`config.mk`:
```
export PLATFORM = sky130hd
export DESIGN_NAME = branch_resolve
export DESIGN_NICKNAME = d
export VERILOG_FILES = /design/src/rtl/branch_resolve.sv
export SDC_FILE = /design/constraint.sdc
export NUM_CORES = 1
export LEC_CHECK = 0
export CORE_ASPECT_RATIO = 0.9
export CORE_UTILIZATION = 46
export CTS_CLUSTER_DIAMETER = 50
export DETAILED_ROUTE_END_ITERATION = 10
export HOLD_SLACK_MARGIN = 0.05
export PLACE_DENSITY = 0.79
export SETUP_SLACK_MARGIN = 0.02
export SYNTH_ARGS = -nofsm -noshare
export SYNTH_HDL_FRONTEND = slang
export SYNTH_SLANG_ARGS = --single-unit
```
`constraint.sdc`:
```
create_clock -name clk -period 1.5 [get_ports clk]
set_input_delay 0.3 -clock clk [delete_from_list [all_inputs] [get_ports clk]]
set_output_delay 0.3 -clock clk [all_outputs]
set_load 0.005 [all_outputs]
```
`src/rtl/branch_resolve.sv`:
```
// Single-stage branch resolver: condition decode, target/fall-through select, mispredict flag.
// Optional BRANCH_STATS_EN adds resolved/mispredict handshake counters with synchronous clear.
module branch_resolve (
    input  logic        clk,
    input  logic        reset_n,
    input  logic        in_valid,
    output logic        in_ready,
    input  logic [63:0] pc,
    input  logic [63:0] offset,
    input  logic [2:0]  cond,
    input  logic        zero,
    input  logic        negitive,
    input  logic        pred_taken,
    input  logic        flush,
    output logic        out_valid,
    input  logic        out_ready,
    output logic        taken,
    output logic        mispredict,
    output logic [63:0] next_pc
`ifdef BRANCH_STATS_EN
    ,
    input  logic        stats_clear,
    output logic [31:0] resolved_count,
    output logic [31:0] mispredict_count
`endif
);

    typedef enum logic [2:0] {
        COND_EQ     = 3'b000,
        COND_NE     = 3'b001,
        COND_LT     = 3'b010,
        COND_GE     = 3'b011,
        COND_LE     = 3'b100,
        COND_GT     = 3'b101,
        COND_ALWAYS = 3'b110,
        COND_NEVER  = 3'b111
    } cond_e;

    logic        valid_q, valid_d;
    logic        taken_q, taken_d;
    logic        mispred_q, mispred_d;
    logic [63:0] npc_q, npc_d;
    logic        accept;
    logic        out_hs;
    logic        cond_met;

    assign in_ready = (!valid_q || out_ready) && !flush;
    assign accept   = in_valid && in_ready;
    // A handshake coinciding with flush is killed along with the result.
    assign out_hs   = valid_q && out_ready && !flush;

    always_comb begin
        cond_met = 1'b0;
        case (cond_e'(cond))
            COND_EQ:     cond_met = zero;
            COND_NE:     cond_met = !zero;
            COND_LT:     cond_met = negitive;
            COND_GE:     cond_met = !negitive;
            COND_LE:     cond_met = zero || negitive;
            COND_GT:     cond_met = !zero && !negitive;
            COND_ALWAYS: cond_met = 1'b1;
            COND_NEVER:  cond_met = 1'b0;
            default:     cond_met = 1'b0;
        endcase
    end

    always_comb begin
        valid_d   = valid_q;
        taken_d   = taken_q;
        mispred_d = mispred_q;
        npc_d     = npc_q;
        if (flush) begin
            valid_d = 1'b0;
        end else if (accept) begin
            valid_d   = 1'b1;
            taken_d   = cond_met;
            mispred_d = cond_met ^ pred_taken;
            npc_d     = cond_met ? (pc + offset) : (pc + 64'd4);
        end else if (out_ready) begin
            valid_d = 1'b0;
        end
    end

    always_ff @(posedge clk or negedge reset_n) begin
        if (!reset_n) begin
            valid_q   <= 1'b0;
            taken_q   <= 1'b0;
            mispred_q <= 1'b0;
            npc_q     <= '0;
        end else begin
            valid_q   <= valid_d;
            taken_q   <= taken_d;
            mispred_q <= mispred_d;
            npc_q     <= npc_d;
        end
    end

    assign out_valid  = valid_q;
    assign taken      = taken_q;
    assign mispredict = mispred_q;
    assign next_pc    = npc_q;

`ifdef BRANCH_STATS_EN
    logic [31:0] res_cnt_q, res_cnt_d;
    logic [31:0] mis_cnt_q, mis_cnt_d;

    always_comb begin
        res_cnt_d = res_cnt_q;
        mis_cnt_d = mis_cnt_q;
        if (stats_clear) begin
            res_cnt_d = '0;
            mis_cnt_d = '0;
        end else if (out_hs) begin
            res_cnt_d = res_cnt_q + 32'd1;
            mis_cnt_d = mis_cnt_q + {31'd0, mispred_q};
        end
    end

    always_ff @(posedge clk or negedge reset_n) begin
        if (!reset_n) begin
            res_cnt_q <= '0;
            mis_cnt_q <= '0;
        end else begin
            res_cnt_q <= res_cnt_d;
            mis_cnt_q <= mis_cnt_d;
        end
    end

    assign resolved_count   = res_cnt_q;
    assign mispredict_count = mis_cnt_q;
`else
    logic unused_hs;
    assign unused_hs = out_hs;
`endif

endmodule
```
==> results of run 1 <==
-- through the flow --
stage               TNS, ns  cells  hold slack, ns  instance area (um2)  util, %
floorplan            -39.20   1087         0.00441                 8550        -
global placement     -91.34   1794           0.358                13200     78.0
detailed placement   -93.58   1794           0.357                13200     78.0
CTS                  -41.56   1907           0.247                15300     90.5
-- metal layers --
layer / overflow / track usage, %
met5: 0 / 43.5
met4: 489 / 126
met3: 16 / 76.2
met2: 1873 / 154
met1: 31 / 91.7
-- cells by family after synthesis --
family / share of synthesized area [%]
and+or+nand+nor: 24.7
muxes: 0.520
adders and majority gates: 10.3
DFF: 21.1
buffers and inverters: 4.03
xor gates and xnor gates: 12.0
AOI/OAI and AO/OA: 27.2
-- Yosys cell counts, drive strengths merged (4+ instances only) --
cell / n
a21oi: 123
nor4: 6
a31oi: 7
o21bai: 13
and4: 7
o22ai: 4
dfrtp: 67
o221ai: 4
nor2: 97
o211ai: 6
o21ai: 112
xnor2: 58
a21o: 31
a211oi: 9
or3: 14
and3: 17
xor2: 51
a221o: 7
clkbuf: 37
inv: 21
ha: 64
a2111oi: 4
buf: 8
o31ai: 5
nand3: 46
a311oi: 4
nand2b: 11
nor3: 21
nor2b: 9
nand2: 147
o21a: 8
nand4: 30
-- timing repair --
action,CTS
setup endpoints to repair,134
hold endpoints to repair,67
setup buffers,96
pin swaps,216
gates cloned,4
gates resized for setup,618
hold buffers,1
==> flow_metrics.tcl, run 1 <==
set metrics [dict create \
    status "stopped before the end" \
    stop_stage "5_1_grt" \
    error "[ERROR GRT-0232] Routing congestion too high. Check the congestion heatmap in the GUI." \
    ys_seq_area_share_pct 21.1 \
    syn_nets 1291 \
    cts_buffers 9 \
    avgSynthCellArea_um2 7.31 \
    grt_max_degree 68 \
    cts.sinks 67 \
    yosysTopAreaCellShare_pct 21.1 \
    synthTopCellsByArea "dfrtp_1 21%, ha_1 10%, a21oi_1 7.8%" \
    gr-total-overflow 2409 \
    worstEpCategory "register data pin" \
    port_buffers 206 \
    dieWidth_um 141 \
    ios 207 \
    htree_num_levels 3 \
    synthFlopType "dfrtp_1" \
    ys_types 69 \
    yosys.area.top_type "dfrtp_1" \
    ys_seq_elements 67 \
    clockBufferDepth 2 \
    grtUsageTotal_pct 109 \
    num_rows 45 \
    syn_inst 1087 \
    gp_congestion 0.998 \
    cts-root-buf "clkbuf_16" \
    initial_utilization_pct 47.0 \
    synthArstFlopShare_pct 100 \
    die_h_um 127 \
    hpwlAfterDp_um 26500 \
    worstEndpointGrtRepair "next_pc[62]$_DFFE_PN0P_/D" \
    preCtsSetupSlack_ns -1.86 \
    syn_area_um2 7940 \
    synth_edf_count 0 \
    yosysWarnings 0 \
]
==> run 2, diff against run 1 <==
CORE_ASPECT_RATIO = unset   (was 0.9)
CORE_UTILIZATION = 37   (was 46)
CTS_CLUSTER_DIAMETER = unset   (was 50)
HOLD_SLACK_MARGIN = unset   (was 0.05)
PLACE_DENSITY = unset   (was 0.79)
PLACE_DENSITY_LB_ADDON = 0.15   (was unset)
SETUP_SLACK_MARGIN = unset   (was 0.02)
clock period = 1.95 ns   (was 1.5 ns; I/O delays follow)
==> run 2 against run 1 <==
Against the previous run:
- the flow now finishes, with violations (hold timing, setup timing)
- synthesized cell count is the same
- synthesized area stayed put
==> flow_metrics.tcl, run 2 <==
set metrics [dict create \
    status "finished, violations left" \
    violations "hold timing, setup timing" \
    gr-total-overflow 0 \
    critPathKind "in -> reg" \
    p_comb_share_pct 60.0 \
    rr_worst_depth 9 \
    yosysTopAreaCellShare_pct 21.1 \
    max_slew_margin_pct 61.9 \
    ys_seq_area_share_pct 21.1 \
    timing.final.crit_share_pct 143 \
    hold_buffers 0 \
    r2r_end "next_pc[62]$_DFFE_PN0P_" \
    place_area_um2 13300 \
    drive_gt1_share_pct 43.6 \
    leakagePower_nw 6.83 \
    routed_wl_um 37200 \
    layout_commonest_cell "buf_4" \
    yosys-top-cells-count "146 x nand2_1, 123 x a21oi_1, 110 x o21ai_0" \
    yosysWarnings 0 \
    fillers 1512 \
    avgSynthCellArea_um2 7.31 \
    first_iter_violations 760 \
    largest_reg_flops 64 \
    critPathLaunch "offset[0]" \
    post_drt_wl_per_cell_um 18.8 \
    ios 207 \
    final_cell_mix "384 x buf_4, 128 x nand2_1, 122 x clkdlybuf4s50_1" \
    antenna_left 0 \
    die_h_um 149 \
    synthTopCellsByArea "dfrtp_1 21%, ha_1 10%, a21oi_1 7.8%" \
    required_ns 2.23 \
    finalClockSkew_ns 0.00736 \
    power_density_nw_per_um2 555 \
    fin_area_um2 15600 \
    hpwlAfterDp_um 26800 \
    cp.depth 16 \
    maxCapViolCount 0 \
    worst_pin_slew_ns 0.567 \
    syn_inst 1087 \
    cts_buffers 9 \
    critPathLaunchType "input pin" \
    crit_end "next_pc[60]$_DFFE_PN0P_" \
    first_global_vias 10800 \
    setup_viol 53 \
    nets 1902 \
    clockBufferDepth 2 \
    critPathBufInv 4 \
    end_kind "register" \
    path_max_fanout 3 \
    cts.sinks 67 \
    num_rows 53 \
    finalHoldViolations 14 \
    grt_max_degree 34 \
    dpl.cell_count 1876 \
    slowest_delay_ns 0.47 \
    num_vias 11000 \
    drt_pass1_iterations 6 \
    power.total_mw 8.65 \
    timing.final.crit_period_ns 2.78 \
    synth_edf_count 0 \
    p_int_mw 5.39 \
    ys_types 69 \
    max_freq_mhz 359 \
    maxSlewViolCount 0 \
    drc 0 \
    synthFlopType "dfrtp_1" \
    ir_drop_v 0.000412 \
    synthArstFlopShare_pct 100 \
    switching_share_pct 37.6 \
    setup_ws_ns -0.833 \
    clk_latency_ns 0.35 \
    grt_first_pass_wirelength_um 55900 \
    cp_top_family "compound AO/OA/AOI/OAI gates" \
    via_per_inst 5.56 \
    cts_tree "built" \
    dieArea_um2 22100 \
    worstHoldPathType "in -> async" \
    worstPathCellList "buf_8, ha_4, fa_2, a211oi_2, o21a_2, buf_4, buf_6, a211oi_4, o211ai_1, buf_4, a21oi_4, o21ai_4, a21oi_4, a221oi_2, or4_1, nand3_1" \
    arrival_ns 3.06 \
    initial_utilization_pct 37.8 \
    rr_startpoint "out_valid$_DFFE_PN0P_" \
    area_growth_pct 96.2 \
    p_clk_share_pct 18.0 \
    yosys.area.top_type "dfrtp_1" \
    reg2reg_slack_ns -0.06 \
    instances_no_fill 1975 \
    htree_num_levels 3 \
    preCtsSetupSlack_ns -1.59 \
    antenna_found_initial 0 \
    ys_seq_elements 67 \
    dieWidth_um 149 \
    antenna_cells 0 \
    core_area_um2 21000 \
    port_buffers 206 \
    yosysMostFrequentCell "nand2_1" \
    rsz0062_at_grt "true" \
    grtUsageTotal_pct 32.4 \
    seq_power_share_pct 21.9 \
    cts-root-buf "clkbuf_16" \
    clk_pin_slew_ns 0.06 \
    net-switching-power_mw 3.26 \
    hold_ws_ns -0.0104 \
    syn_nets 1291 \
    critPathSlowestCell "or4_1" \
    syn_area_um2 7940 \
    gp_congestion 0.964 \
]
[run 2: cell counts after synthesis]
No cell type changed its count.
[run 2: final cells by class]
cell class | count | area, um2 | share of cell area (%)
Multi-Input combinational cell | 953 | 7710 | 49.5
Timing Repair Buffer | 646 | 5510 | 35.4
Sequential cell | 67 | 1680 | 10.8
Tap cell | 275 | 344 | 2.21
Clock buffer | 10 | 239 | 1.53
Inverter | 21 | 78.8 | 0.506
Clock inverter | 3 | 17.5 | 0.112
[run 2: layer usage]
metal	GRT usage [%]	up-vias	routed length (um)
li1	-	5167	-
met1	42.6	5268	15900
met2	54.9	456	17900
met3	3.96	86	2350
met4	9.85	0	935
met5	0	-	0
[run 2: cells by family after synthesis]
logic type	count (synthesis)	synth area share, %
simple gates	417	24.7
compound gates	358	27.2
xor+xnor	109	12.0
buf+inv	67	4.03
flops	67	21.1
fa+ha+maj	65	10.3
mux	4	0.520
[run 2: power by group through the flow]
stage / Sequential (mW) / Clock [mW] / Combinational, mW
detailed placement: 1.92 / 0 / 4.14
global route: 1.93 / 1.60 / 5.53
finish: 1.90 / 1.56 / 5.19
floorplan: 1.92 / 0 / 1.76
CTS: 1.90 / 1.57 / 4.74
global placement: 1.91 / 0 / 4.10
[run 2: repair_timing]
| item | CTS | global route |
|---|---|---|
| gates cloned | 3 | 1 |
| gates resized for setup | 422 | 149 |
| endpoints found under the setup margin | 66 | 65 |
| setup buffers | 70 | 23 |
| pin swaps | 168 | 121 |
[run 2: worst reg2reg max path, stage by stage (launching register included)]
cell     delay, ns
dfrtp_1       0.34
nor2b_1       0.18
nor2_1        0.06
buf_4         0.14
buf_4         0.13
and2_1        0.15
buf_4         0.16
and3_2        0.19
and3_1        0.16
or3_1         0.37
[run 2: stage by stage]
stage	utilization, %	setup TNS (ns)
after floorplan	-	-19.25
final	74.1	-26.45
after global placement	63.3	-70.23
after detailed placement	63.3	-72.74
after CTS	71.0	-26.80
after global routing	74.1	-32.09
[run 2: how the worst min path moves through the flow]
| stage | end | slack, ns | depth (start not counted) |
|---|---|---|---|
| 2_1_floorplan | mispredict$_DFFE_PN0P_ | 0.09 | 0 |
| 3_3_place_gp | next_pc[61]$_DFFE_PN0P_ | 0.36 | 1 |
| 3_5_place_dp | next_pc[61]$_DFFE_PN0P_ | 0.37 | 1 |
| 4_1_cts | next_pc[50]$_DFFE_PN0P_ | 0.001 | 1 |
| 5_1_grt | next_pc[61]$_DFFE_PN0P_ | 0.02 | 1 |
| 6_report | next_pc[50]$_DFFE_PN0P_ | -0.01 | 1 |
No activity file was read; power rests on OpenSTA's default activity.
==> run 3, diff against run 2 <==
CORE_MARGIN = 2   (was unset)
==> run 3 against run 2 <==
Against the previous run:
- register-to-register slack improved by 0.14 ns
- the run ends with setup timing left
- highest routed layer unchanged
- via count grew 1.4%
- clock power increased by 4%
- count of clock-buffer cells in the layout up 1
- largest power group unchanged
- critical endpoint unchanged
- critical path depth shrank 3
- clock skew is 0.0029 ns higher
- non-clock buffer count shrank 2
- global-route usage down 1.1 points
- combinational power rose by 1%
- sequential power hardly changed
==> flow_metrics.tcl, run 3 (synthesis gave the netlist of run 2 again) <==
set metrics [dict create \
    final_cell_mix "376 x buf_4, 127 x nand2_1, 116 x clkdlybuf4s50_1" \
    ir_drop_v 0.000474 \
    rsz0062_at_grt "true" \
    first_global_vias 10600 \
    worstHoldPathType "in -> async" \
    fillers 1522 \
    timing.final.crit_period_ns 2.77 \
    critPathLaunchType "input pin" \
    core_area_um2 21000 \
    grt_max_degree 68 \
    end_kind "register" \
    num_rows 53 \
    largest_reg_flops 64 \
    ios 207 \
    path_max_fanout 3 \
    max_freq_mhz 362 \
    power.total_mw 8.79 \
    die_h_um 151 \
    finalHoldViolations 0 \
    drt_pass1_iterations 6 \
    grtUsageTotal_pct 31.3 \
    status "finished, violations left" \
    cts_tree "built" \
    required_ns 2.24 \
    gp_congestion 0.915 \
    hpwlAfterDp_um 26800 \
    gr-total-overflow 0 \
    maxCapViolCount 0 \
    cp_top_family "simple AND/OR/NAND/NOR gates" \
    via_per_inst 5.64 \
    setup_ws_ns -0.816 \
    instances_no_fill 1976 \
    setup_tns_ns -26.44 \
    setup_viol 54 \
    clockBufferDepth 2 \
    path_common_cell "a21oi_4" \
    dieArea_um2 22700 \
    power_density_nw_per_um2 558 \
    num_vias 11100 \
    cts_buffers 9 \
    grt_first_pass_wirelength_um 55200 \
    clk_pin_slew_ns 0.07 \
    clk_latency_ns 0.36 \
    initial_utilization_pct 37.8 \
    cts-root-buf "clkbuf_16" \
    maxSlewViolCount 0 \
    port_buffers 206 \
    antenna_found_initial 1 \
    arrival_ns 3.06 \
    drc 0 \
    first_iter_violations 1013 \
    rr_startpoint "out_valid$_DFFE_PN0P_" \
    antenna_left 0 \
    max_slew_margin_pct 54.0 \
    critPathKind "in -> reg" \
    violations "setup timing" \
    hold_ws_ns 0.0399 \
    dpl.cell_count 1871 \
    worstPathCellList "clkdlybuf4s15_1, ha_4, nand4_1, or2_4, nor3b_2, o211ai_1, buf_4, a21oi_4, o21ai_4, a21oi_4, a221oi_2, or4_1, nand3_1" \
    critPathLaunch "pc[17]" \
    area_growth_pct 98.3 \
    htree_num_levels 3 \
    drive_gt1_share_pct 45.2 \
    cts.sinks 67 \
    dieWidth_um 151 \
    leakagePower_nw 6.91 \
    nets 1900 \
    layout_commonest_cell "buf_4" \
    critPathBufInv 2 \
    timing.final.crit_share_pct 142 \
    critPathSlowestCell "or4_1" \
    post_drt_wl_per_cell_um 19.9 \
    finalClockSkew_ns 0.0102 \
    worst_pin_slew_ns 0.688 \
    routed_wl_um 39300 \
    slowest_delay_ns 0.46 \
]
-- run 3: power breakdown --
part	internal, mW	total [mW]	switching, mW	leakage [nW]
Clock	0.889	1.63	0.740	0.124
Sequential	1.71	1.91	0.202	0.820
Combinational	2.80	5.25	2.45	5.97
-- run 3: final timing paths --
| check | slack [ns] | to | depth (start not counted) |
|---|---|---|---|
| setup / recovery | -0.82 | next_pc[60]$_DFFE_PN0P_ | 13 |
| hold / removal | 0.04 | next_pc[63]$_DFFE_PN0P_ | 2 |
| setup reg to reg | 0.08 | next_pc[62]$_DFFE_PN0P_ | 7 |
| hold reg to reg | 0.47 | next_pc[15]$_DFFE_PN0P_ | 2 |
| max in group asynchronous | 1.54 | next_pc[40]$_DFFE_PN0P_ | 2 |
| min in group clk | 0.42 | next_pc[0]$_DFFE_PN0P_ | 4 |
-- run 3: stage by stage --
stage	area, um2	util (%)	worst slack, ns
final	15800	74.9	-0.816
after global routing	15800	74.9	-0.885
after CTS	14800	70.6	-0.789
after detailed placement	13200	63.0	-1.62
after global placement	13200	63.0	-1.56
after floorplan	8390	-	-0.811
-- run 3: worst register-to-register path, delay by kind of cell, from the launching register on --
kind	cells	cell delay, ns
and+or+nand+nor	6	1.27
buffers and inverters	1	0.14
DFF	1	0.34
-- run 3: layout make-up --
class	instances	area (um2)	share of cell area (%)
multi-input combinational	953	7850	49.8
tap	275	344	2.18
clock buffer	11	243	1.54
antenna	1	2.50	0.0159
inverter	21	78.8	0.500
timing repair buffer	644	5530	35.1
sequential	67	1680	10.6
clock inverter	4	27.5	0.175
-- run 3: repair_timing --
| action | 4_1_cts | 5_1_grt |
|---|---|---|
| gates cloned | 2 | 0 |
| pin swaps | 142 | 180 |
| endpoints found under the setup margin | 67 | 60 |
| gates resized for setup | 408 | 234 |
| buffers inserted | 49 | 46 |
| hold buffers | 0 | 0 |
-- run 3: routing by layer --
| metal | part of all wire, % | vias to the layer above | routed length [um] | GRT usage, % |
|---|---|---|---|---|
| li1 | - | 5166 | - | - |
| met1 | 42 | 5250 | 16400 | 41.8 |
| met2 | 47 | 593 | 18500 | 51.7 |
| met3 | 7.4 | 126 | 2920 | 4.42 |
| met4 | 4.0 | 0 | 1590 | 10.6 |
| met5 | 0 | - | 0 | 0 |
